### src/rtl/fila_ctrl_if.sv
// Requester, consumer and queue-side signals of the fila_ctrl arbiter.
// slave: the controller's view. master: the surrounding logic's view.
interface fila_ctrl_if;
    logic       push0_req;
    logic [7:0] push0_data;
    logic       push1_req;
    logic [7:0] push1_data;
    logic       pop_req;
    logic [1:0] push_ack;
    logic       pop_valid;
    logic [7:0] pop_data;
    logic [7:0] q_data_in;
    logic       q_enqueue;
    logic       q_dequeue;
    logic [7:0] q_data_out;
    logic [7:0] q_len;
    logic       busy;
    logic [7:0] stat_full_stall;
    logic [7:0] stat_empty_stall;

    modport slave (
        input  push0_req, push0_data, push1_req, push1_data, pop_req,
        input  q_data_out, q_len,
        output push_ack, pop_valid, pop_data, q_data_in, q_enqueue, q_dequeue,
        output busy, stat_full_stall, stat_empty_stall
    );

    modport master (
        output push0_req, push0_data, push1_req, push1_data, pop_req,
        output q_data_out, q_len,
        input  push_ack, pop_valid, pop_data, q_data_in, q_enqueue, q_dequeue,
        input  busy, stat_full_stall, stat_empty_stall
    );
endinterface

### src/rtl/fila_ctrl.sv
// Round-robin arbiter/sequencer sharing the fila queue between two producers and one consumer.
// Define FILA_CTRL_STATS_EN to enable the saturating full/empty stall counters.
module fila_ctrl #(
    parameter int unsigned DEPTH = 8
) (
    input logic         clk_10KHz,
    input logic         reset,
    fila_ctrl_if.slave  bus
);
    localparam logic [7:0] DepthW = 8'(DEPTH);

    typedef enum logic [1:0] {IDLE, ISSUE, SETTLE} state_e;

    state_e     state_q;
    logic [1:0] rr_ptr_q;
    logic [1:0] push_ack_q;
    logic       q_enqueue_q;
    logic       q_dequeue_q;
    logic [7:0] q_data_in_q;
    logic [7:0] pop_data_q;
    logic       grant_pop_q;

    logic [2:0] elig;
    logic       grant_vld_d;
    logic [1:0] winner_d;
    logic [1:0] cand;

    always_comb begin
        elig[0]     = bus.push0_req && (bus.q_len < DepthW);
        elig[1]     = bus.push1_req && (bus.q_len < DepthW);
        elig[2]     = bus.pop_req && (bus.q_len != 8'd0);
        grant_vld_d = 1'b0;
        winner_d    = rr_ptr_q;
        cand        = rr_ptr_q;
        for (int unsigned k = 0; k < 3; k++) begin
            cand = 2'((32'(rr_ptr_q) + k) % 32'd3);
            if (!grant_vld_d && elig[cand]) begin
                grant_vld_d = 1'b1;
                winner_d    = cand;
            end
        end
    end

    always_ff @(posedge clk_10KHz) begin
        if (reset) begin
            state_q     <= IDLE;
            rr_ptr_q    <= '0;
            push_ack_q  <= '0;
            q_enqueue_q <= 1'b0;
            q_dequeue_q <= 1'b0;
            q_data_in_q <= '0;
            pop_data_q  <= '0;
            grant_pop_q <= 1'b0;
        end else begin
            case (state_q)
                IDLE: begin
                    if (grant_vld_d) begin
                        state_q     <= ISSUE;
                        rr_ptr_q    <= (winner_d == 2'd2) ? 2'd0 : winner_d + 2'd1;
                        grant_pop_q <= (winner_d == 2'd2);
                        case (winner_d)
                            2'd0: begin
                                q_enqueue_q <= 1'b1;
                                q_data_in_q <= bus.push0_data;
                                push_ack_q  <= 2'b01;
                            end
                            2'd1: begin
                                q_enqueue_q <= 1'b1;
                                q_data_in_q <= bus.push1_data;
                                push_ack_q  <= 2'b10;
                            end
                            default: q_dequeue_q <= 1'b1;
                        endcase
                    end
                end
                ISSUE: begin
                    state_q     <= SETTLE;
                    push_ack_q  <= '0;
                    q_enqueue_q <= 1'b0;
                    q_dequeue_q <= 1'b0;
                end
                SETTLE: begin
                    state_q     <= IDLE;
                    grant_pop_q <= 1'b0;
                    if (grant_pop_q) pop_data_q <= bus.q_data_out;
                end
                default: state_q <= IDLE;
            endcase
        end
    end

    // pop_data follows q_data_out during the valid cycle, then holds it
    assign bus.pop_valid = (state_q == SETTLE) && grant_pop_q;
    assign bus.pop_data  = bus.pop_valid ? bus.q_data_out : pop_data_q;
    assign bus.push_ack  = push_ack_q;
    assign bus.q_enqueue = q_enqueue_q;
    assign bus.q_dequeue = q_dequeue_q;
    assign bus.q_data_in = q_data_in_q;
    assign bus.busy      = (state_q != IDLE);

`ifdef FILA_CTRL_STATS_EN
    logic [7:0] full_cnt_q;
    logic [7:0] empty_cnt_q;

    always_ff @(posedge clk_10KHz) begin
        if (reset) begin
            full_cnt_q  <= '0;
            empty_cnt_q <= '0;
        end else if (state_q == IDLE) begin
            if ((bus.push0_req || bus.push1_req) && (bus.q_len >= DepthW) && (full_cnt_q != '1))
                full_cnt_q <= full_cnt_q + 8'd1;
            if (bus.pop_req && (bus.q_len == 8'd0) && (empty_cnt_q != '1))
                empty_cnt_q <= empty_cnt_q + 8'd1;
        end
    end

    assign bus.stat_full_stall  = full_cnt_q;
    assign bus.stat_empty_stall = empty_cnt_q;
`else
    assign bus.stat_full_stall  = '0;
    assign bus.stat_empty_stall = '0;
`endif
endmodule

### src/flat_wrapper.sv
// flat-port wrapper written by rule: the top's interface ports become plain ports
module fila_ctrl_flat 
#(
    parameter int unsigned DEPTH = 8
)
  (clk_10KHz, reset, bus_push0_req, bus_push0_data, bus_push1_req, bus_push1_data, bus_pop_req, bus_q_data_out, bus_q_len, bus_push_ack, bus_pop_valid, bus_pop_data, bus_q_data_in, bus_q_enqueue, bus_q_dequeue, bus_busy, bus_stat_full_stall, bus_stat_empty_stall);
  fila_ctrl_if bus_i ();
  input logic clk_10KHz;
  input logic reset;
  input wire logic [$bits(bus_i.push0_req)-1:0] bus_push0_req;
  input wire logic [$bits(bus_i.push0_data)-1:0] bus_push0_data;
  input wire logic [$bits(bus_i.push1_req)-1:0] bus_push1_req;
  input wire logic [$bits(bus_i.push1_data)-1:0] bus_push1_data;
  input wire logic [$bits(bus_i.pop_req)-1:0] bus_pop_req;
  input wire logic [$bits(bus_i.q_data_out)-1:0] bus_q_data_out;
  input wire logic [$bits(bus_i.q_len)-1:0] bus_q_len;
  output wire logic [$bits(bus_i.push_ack)-1:0] bus_push_ack;
  output wire logic [$bits(bus_i.pop_valid)-1:0] bus_pop_valid;
  output wire logic [$bits(bus_i.pop_data)-1:0] bus_pop_data;
  output wire logic [$bits(bus_i.q_data_in)-1:0] bus_q_data_in;
  output wire logic [$bits(bus_i.q_enqueue)-1:0] bus_q_enqueue;
  output wire logic [$bits(bus_i.q_dequeue)-1:0] bus_q_dequeue;
  output wire logic [$bits(bus_i.busy)-1:0] bus_busy;
  output wire logic [$bits(bus_i.stat_full_stall)-1:0] bus_stat_full_stall;
  output wire logic [$bits(bus_i.stat_empty_stall)-1:0] bus_stat_empty_stall;
  assign bus_i.push0_req = bus_push0_req;
  assign bus_i.push0_data = bus_push0_data;
  assign bus_i.push1_req = bus_push1_req;
  assign bus_i.push1_data = bus_push1_data;
  assign bus_i.pop_req = bus_pop_req;
  assign bus_i.q_data_out = bus_q_data_out;
  assign bus_i.q_len = bus_q_len;
  assign bus_push_ack = bus_i.push_ack;
  assign bus_pop_valid = bus_i.pop_valid;
  assign bus_pop_data = bus_i.pop_data;
  assign bus_q_data_in = bus_i.q_data_in;
  assign bus_q_enqueue = bus_i.q_enqueue;
  assign bus_q_dequeue = bus_i.q_dequeue;
  assign bus_busy = bus_i.busy;
  assign bus_stat_full_stall = bus_i.stat_full_stall;
  assign bus_stat_empty_stall = bus_i.stat_empty_stall;
  fila_ctrl #(.DEPTH(DEPTH)) u_core (.clk_10KHz(clk_10KHz), .reset(reset), .bus(bus_i));
endmodule
### config.mk
export PLATFORM = sky130hd
export DESIGN_NAME = fila_ctrl_flat
export DESIGN_NICKNAME = d
export VERILOG_FILES = /design/src/rtl/fila_ctrl_if.sv /design/src/rtl/fila_ctrl.sv /design/src/flat_wrapper.sv
export SDC_FILE = /design/constraint.sdc
export NUM_CORES = 1
export LEC_CHECK = 0
export CORE_ASPECT_RATIO = 1.4
export CORE_MARGIN = 10
export CORE_UTILIZATION = 35
export CTS_BUF_LIST = sky130_fd_sc_hd__clkbuf_8
export DETAILED_ROUTE_END_ITERATION = 10
export GPL_TIMING_DRIVEN = 0
export PLACE_DENSITY = 0.73
export SLEW_MARGIN = 20
export SYNTH_ARGS = -nofsm -noshare
export SYNTH_HDL_FRONTEND = slang
export SYNTH_SLANG_ARGS = --single-unit
### constraint.sdc
create_clock -name clk_10KHz -period 2.4 [get_ports clk_10KHz]
set_input_delay 0.24 -clock clk_10KHz [delete_from_list [all_inputs] [get_ports clk_10KHz]]
set_output_delay 0.24 -clock clk_10KHz [all_outputs]
set_load 0.02 [all_outputs]
Yosys cells after proc, flatten, opt, wreduce, memory -nomap -nowiden
Index checks and enable logic that the tools add are counted.
- input port bits: 37
- word-level logic and storage cells: 77
- bits in latches: 0
- output and inout port bits: 38
- register bits: 25
- bits in writable memories: 0
- bits in read-only memories: 0
- memories kept: 0
- equality and inequality tests: 8
- div/mod/pow operators: 3
- reductions and logical operators: 23
- shift-type cells: 0
- bitwise operators: 0
- multipliers: 0
- $add $sub $neg: 3
- mux-type cells: 28
- order comparisons: 4
- operators by type and width (cell ; number):
    32-bit by 2-bit remainder unit with 32-bit output, second input constant ; 2
    2-bit by 2-bit remainder unit with 32-bit output, second input constant ; 1
    8-bit case mux with 2 select lines ; 1
    2-bit two-way mux ; 6
    2-bit case mux with 2 select lines ; 3
    3-bit AND reduction ; 4
    1-bit two-way mux ; 11
    2-bit by 3-bit less-than comparator with 1-bit output, second input constant ; 3
    8-bit by 4-bit less-than comparator with 1-bit output, second input constant ; 1
    8-bit two-way mux ; 1
    2-bit nonzero test ; 4
    8-bit nonzero test ; 1
    1-bit binary-select mux with 2-bit select ; 3
    1-bit logical AND ; 6
    1-bit case mux with 2 select lines ; 3
    2-bit AND reduction ; 3
    2-bit by 1-bit == test with 1-bit output, second input constant ; 2
    2-bit == test, second input constant ; 2
    2-bit logical NOT ; 2
    2-bit inequality test, second input constant ; 2
    2-bit by 1-bit adder with 3-bit output, second input constant ; 1
    2-bit by 2-bit adder with 3-bit output, second input constant ; 1
    3-bit inequality test, second input constant ; 1
    2-bit by 1-bit adder with 2-bit output, second input constant ; 1
    3 further kinds ; 4

Logic depth before layout (Yosys ltp)
- word-level depth: 16
- depth in mapped cells: 11
- depth with buffers taken out: 9

Worst setup path after synthesis
No wires, ideal clock.
- kind: input-to-reg
- start point: in bus_q_len[5]
- end point: reg u_core.q_data_in_q[7] (netlist: u_core.bus.q_data_in[7])
- setup time: 74 ps
- arrival: 2201 ps
- required time: 2326 ps
- stages on the path: 8
- path slack: 124 ps
- buffers on the path: 1
- cells stage by stage: or4_4 > a211o_1 > o32ai_1 > o221ai_2 > nor3_4 > buf_6 > o21bai_2 > a31oi_2
- cells in the longest elaborated chain, start to end: 14
- elaborated cells between the ends (all ways): 26
- classes of those cells: order compare: 1; eq/ne: 1; mux: 13; reduce/logical: 11
- ends and longest elaborated chain (what ; RTL line ; source):
    from (decl) ; flat_wrapper.sv:16 ; input wire logic [$bits(bus_i.q_len)-1:0] bus_q_len;
    8-bit by 4-bit less-than comparator with 1-bit output or 8-bit nonzero test (tied branches) ; fila_ctrl.sv:29, fila_ctrl.sv:30, fila_ctrl.sv:31 ;
    1-bit logical AND (on tied branches) ; fila_ctrl.sv:29, fila_ctrl.sv:30, fila_ctrl.sv:31 ;
    1-bit binary-select mux with 2-bit select ; fila_ctrl.sv:37 ; if (!grant_vld_d && elig[cand]) begin
    1-bit two-way mux (not written as such) ; fila_ctrl.sv:37 ;
    1-bit two-way mux ; fila_ctrl.sv:37 ;
    1-bit logical NOT ; fila_ctrl.sv:37 ;
    1-bit logical AND ; fila_ctrl.sv:37 ;
    1-bit two-way mux ; fila_ctrl.sv:37 ;
    1-bit logical NOT ; fila_ctrl.sv:37 ;
    1-bit logical AND ; fila_ctrl.sv:37 ;
    2-bit two-way mux ; fila_ctrl.sv:37 ;
    2-bit by 1-bit == test with 1-bit output or 2-bit logical NOT (tied branches) ; fila_ctrl.sv:61 ; case (winner_d)
    2-bit nonzero test (no source line) ; n/a ;
    3-bit AND reduction (no source line) ; n/a ;
    to (signal assigned) ; fila_ctrl.sv:64 ; q_data_in_q <= bus.push0_data;
    to (signal assigned) ; fila_ctrl.sv:69 ; q_data_in_q <= bus.push1_data;
    to (decl) ; fila_ctrl.sv:19 ; logic [7:0] q_data_in_q;
Parallel ways exist; a longest one is shown, timed or not. The select of a mux whose other input is x is not followed.
A chain may end at the register's enable or synchronous reset.

Worst setup path in the final report
- start point: in bus_q_len[3]
- end point: reg u_core.q_data_in_q[7] (netlist: u_core.bus.q_data_in[7])
Same word-level chain as after synthesis.

==> metrics.md <==
| Metric | Value |
|---|---|
| Status | completed |
| CP Max Fanout | 6 |
| First-pass GRT wire length | roughly 7600 µm |
| Final net count | around 330 |
| Unrepaired setup endpoints after global routing | yes |
| Crit path DAT | between 2000 and 3000 ps |
| Die area | around 7700 µm² |
| Share of cells above drive strength 1 | a little over 20% |
| Avg Vias per Cell | around 4.7 |
| ANT nets after route | 0 |
| Setup WS pre-CTS | -618 ps |
| Final GP Congestion | between 0.8 and 0.9 |
| Worst Setup End Kind | register |
| Clock-pin slew on the worst setup and hold paths | ~80 ps |
| WP data required | 2600 ps |
| VDD IR max | approximately 0.41 mV |
| Final Power | roughly 1500 µW |
| Hold Crit Class | reg -> reg |
| Post-synthesis area per instance | between 7 and 8 µm² |
| Initial DRC count | 71 |
| # DRC | 0 |
| Compound-gate portion of the synthesized area | between 20% and 30% |
| Largest net degree at the start of global routing | 14 |
| Vias in the first global route | 1,613 |
| Max frequency | roughly 0.43 GHz |
| Grt total ovfl | 0 |
| Final WL | about 4600 µm |
| Max-Cap Viols | 0 |
| Area delta synth->final | 57.9% |
| Cells after synthesis | 200 |
| Startpoint Class | input port |
| Antenna cells | 0 |
| Largest family of logic cells by synthesized area | simple AND/OR/NAND/NOR gates |
| Synth unique cells | between 40 and 50 |
| Vias | approximately 1,600 |
| Max-slew violation count | 0 |
| Final setup margin | roughly 74 ps |
| Adder-cell share of the synthesized area | 1.58% |
| Total track usage | about an eighth |
| # rows | 28 |
| Post-DP HPWL | ~3600 µm |
| Ys Warns | 0 |
| Mapped Area | 1590 µm² |
| Width of the die | approximately 77 µm |
| Initial Utilization | between 30 and 40% |
| PortBufs | 58 |
| Fin. Hold Viols | 0 |
| Sink Count | 25 |
| Total CTS buffers | 3 |
| Number of fill cells in the layout | 422 |
| Power per cell area | between 500 and 600 nW/µm² |
| Post-synthesis sequential area ratio | 31.5% |
| Max Buffers Root-to-Sink | 2 |
| Static leakage | between 0.001 and 0.0015 µW |
| Top Ports | 75 |
| CP Class | in -> reg |
| Setup violators final | 0 |
| Final period demand of the worst path | 2330 ps |
| #FFs+latches synth | 25 |
| Worst-Skew Late Latency | 260 ps |
| Post-synthesis mux area share | 0% |
| Drt pass-1 iters | 4 |
| Synth Area in Simple Gates | a little under a third |
| Root Driver | clkbuf_8 |
| Die height | around 100 µm |
| H-tree Lvls | 1 |
| CTS tree | built |
| WL/cell | 13.3 µm |
| Initial antenna violation count | 0 |
| Core Box Area | between 4000 and 5000 µm² |
| Hold_buf cts | 0 |
| Clock Skew | 2.00 ps |
| Xor-xnor portion of the synthesized cell area | 0% |
| Final worst-path cycle share | between 90 and 100% |
-- power by group --
group          total, µW  internal, µW  switching [µW]
sequential           503           471            31.9
clock                239           114             124
combinational        725           356             369
-- path summary, 6_finish.rpt --
check / from / endpoint / slack, ps / depth (start not counted)
min: u_core.grant_pop_q / u_core.grant_pop_q / 480 / 2
max: bus_q_len[3] / u_core.bus.q_data_in[7] / 70 / 9
min reg2reg: u_core.grant_pop_q / u_core.grant_pop_q / 480 / 2
max reg2reg: u_core.rr_ptr_q[1] / u_core.bus.q_data_in[7] / 160 / 10
-- layout make-up --
cell class                      count  area (µm²)  share of cell area, %
Multi-Input combinational cell    158        1030                   41.3
Timing Repair Buffer               67         648                   25.9
Sequential cell                    25         502                   20.0
Buffer                             23         166                   6.64
Tap cell                           60        75.1                   3.00
Clock buffer                        3        41.3                   1.65
Inverter                            8        33.8                   1.35
Clock inverter                      1        3.75                  0.150
-- repair_timing --
| item | CTS | global route |
|---|---|---|
| resized for setup | 12 | 15 |
| pin swaps | 7 | 8 |
| setup buffers | 5 | 3 |
| cloned | 1 | 0 |
| endpoints found under the setup margin | 12 | 23 |
-- synth_stat cells (all sizes together) --
library cell,count,share of area (%)
o221ai,1,0.95
dfxtp,25,32
o22a,1,0.55
a21o,1,0.47
nand2,37,9.2
or3,2,0.79
inv,7,1.7
clkbuf,6,1.4
nand4,2,1.2
nand3b,5,2.4
clkinv,1,0.24
a32oi,1,1.0
o21bai,8,4.0
ha,2,1.6
o311ai,3,1.7
conb,1,0.24
nor2b,13,5.1
o21ai,5,1.6
nor4,2,1.2
and2,1,0.39
nor3,7,2.9
a21boi,1,0.47
nor2,5,1.2
or2,1,0.39
nand2b,10,3.9
o311a,1,0.71
a211o,1,0.55
nand3,5,1.6
o32ai,1,0.55
o31ai,2,0.95
a21oi,8,3.0
buf,18,9.0
o2111ai,1,0.55
a31oi,11,4.7
a32o,1,0.63
or4,1,0.71
o211ai,2,0.95
-- stage by stage --
stage	cells	hold slack (ps)	area, µm²	TNS, ps	utilization (%)
after global routing	345	529	2500	-57.6	58.1
after floorplan	215	393	1640	0	-
after global placement	333	468	2300	-7400	53.3
after CTS	342	490	2430	0	56.3
after detailed placement	333	478	2300	-7300	53.3
final	345	485	2500	0	58.1
-- layout by cell type (no fill, tap or decap), types with 6 or more instances in the layout --
master           instances
nand2b_1                10
dfxtp_1                 24
o21bai_1                 7
nand2_1                 36
inv_1                    7
conb_1                  16
a31oi_1                 10
clkdlybuf4s50_1         54
nor2b_1                 13
buf_4                   24
a21oi_1                  6
-- logic make-up (layout without fill, tap and decap cells) --
| kind of cell | count (synthesis) | in the layout |
|---|---|---|
| AND/OR/NAND/NOR | 91 | 91 |
| AO/OA/AOI/OAI | 49 | 49 |
| buffers and inverters | 32 | 102 |
| flip-flops | 25 | 25 |
| adder cells (fa/ha/maj) | 2 | 2 |
| other | 1 | 16 |
-- worst max-delay path, stage by stage --
cell and delay [ps]:
dlygate4sd2_1 270, or4_4 590, a211o_1 370, o32ai_2 250
o221ai_2 170, nor3_4 270, buf_6 180, o21bai_2 60
a31oi_2 120
-- layer usage --
layer	up-vias	wire, µm	track usage, %
li1	843	-	-
met1	720	1810	12.3
met2	43	2410	21.5
met3	6	317	3.69
met4	0	55	3.87
met5	-	0	0
-- state kept, by name (all words and copies together) (netlist names) --
signal	cells
u_core.grant_pop_q	1
u_core.bus.q_dequeue	1
u_core.pop_data_q	8
u_core.bus.q_data_in	8
u_core.bus.push_ack	2
u_core.rr_ptr_q	2
u_core.state_q	2
u_core.bus.q_enqueue	1
Power figures use the tool's default switching activity.
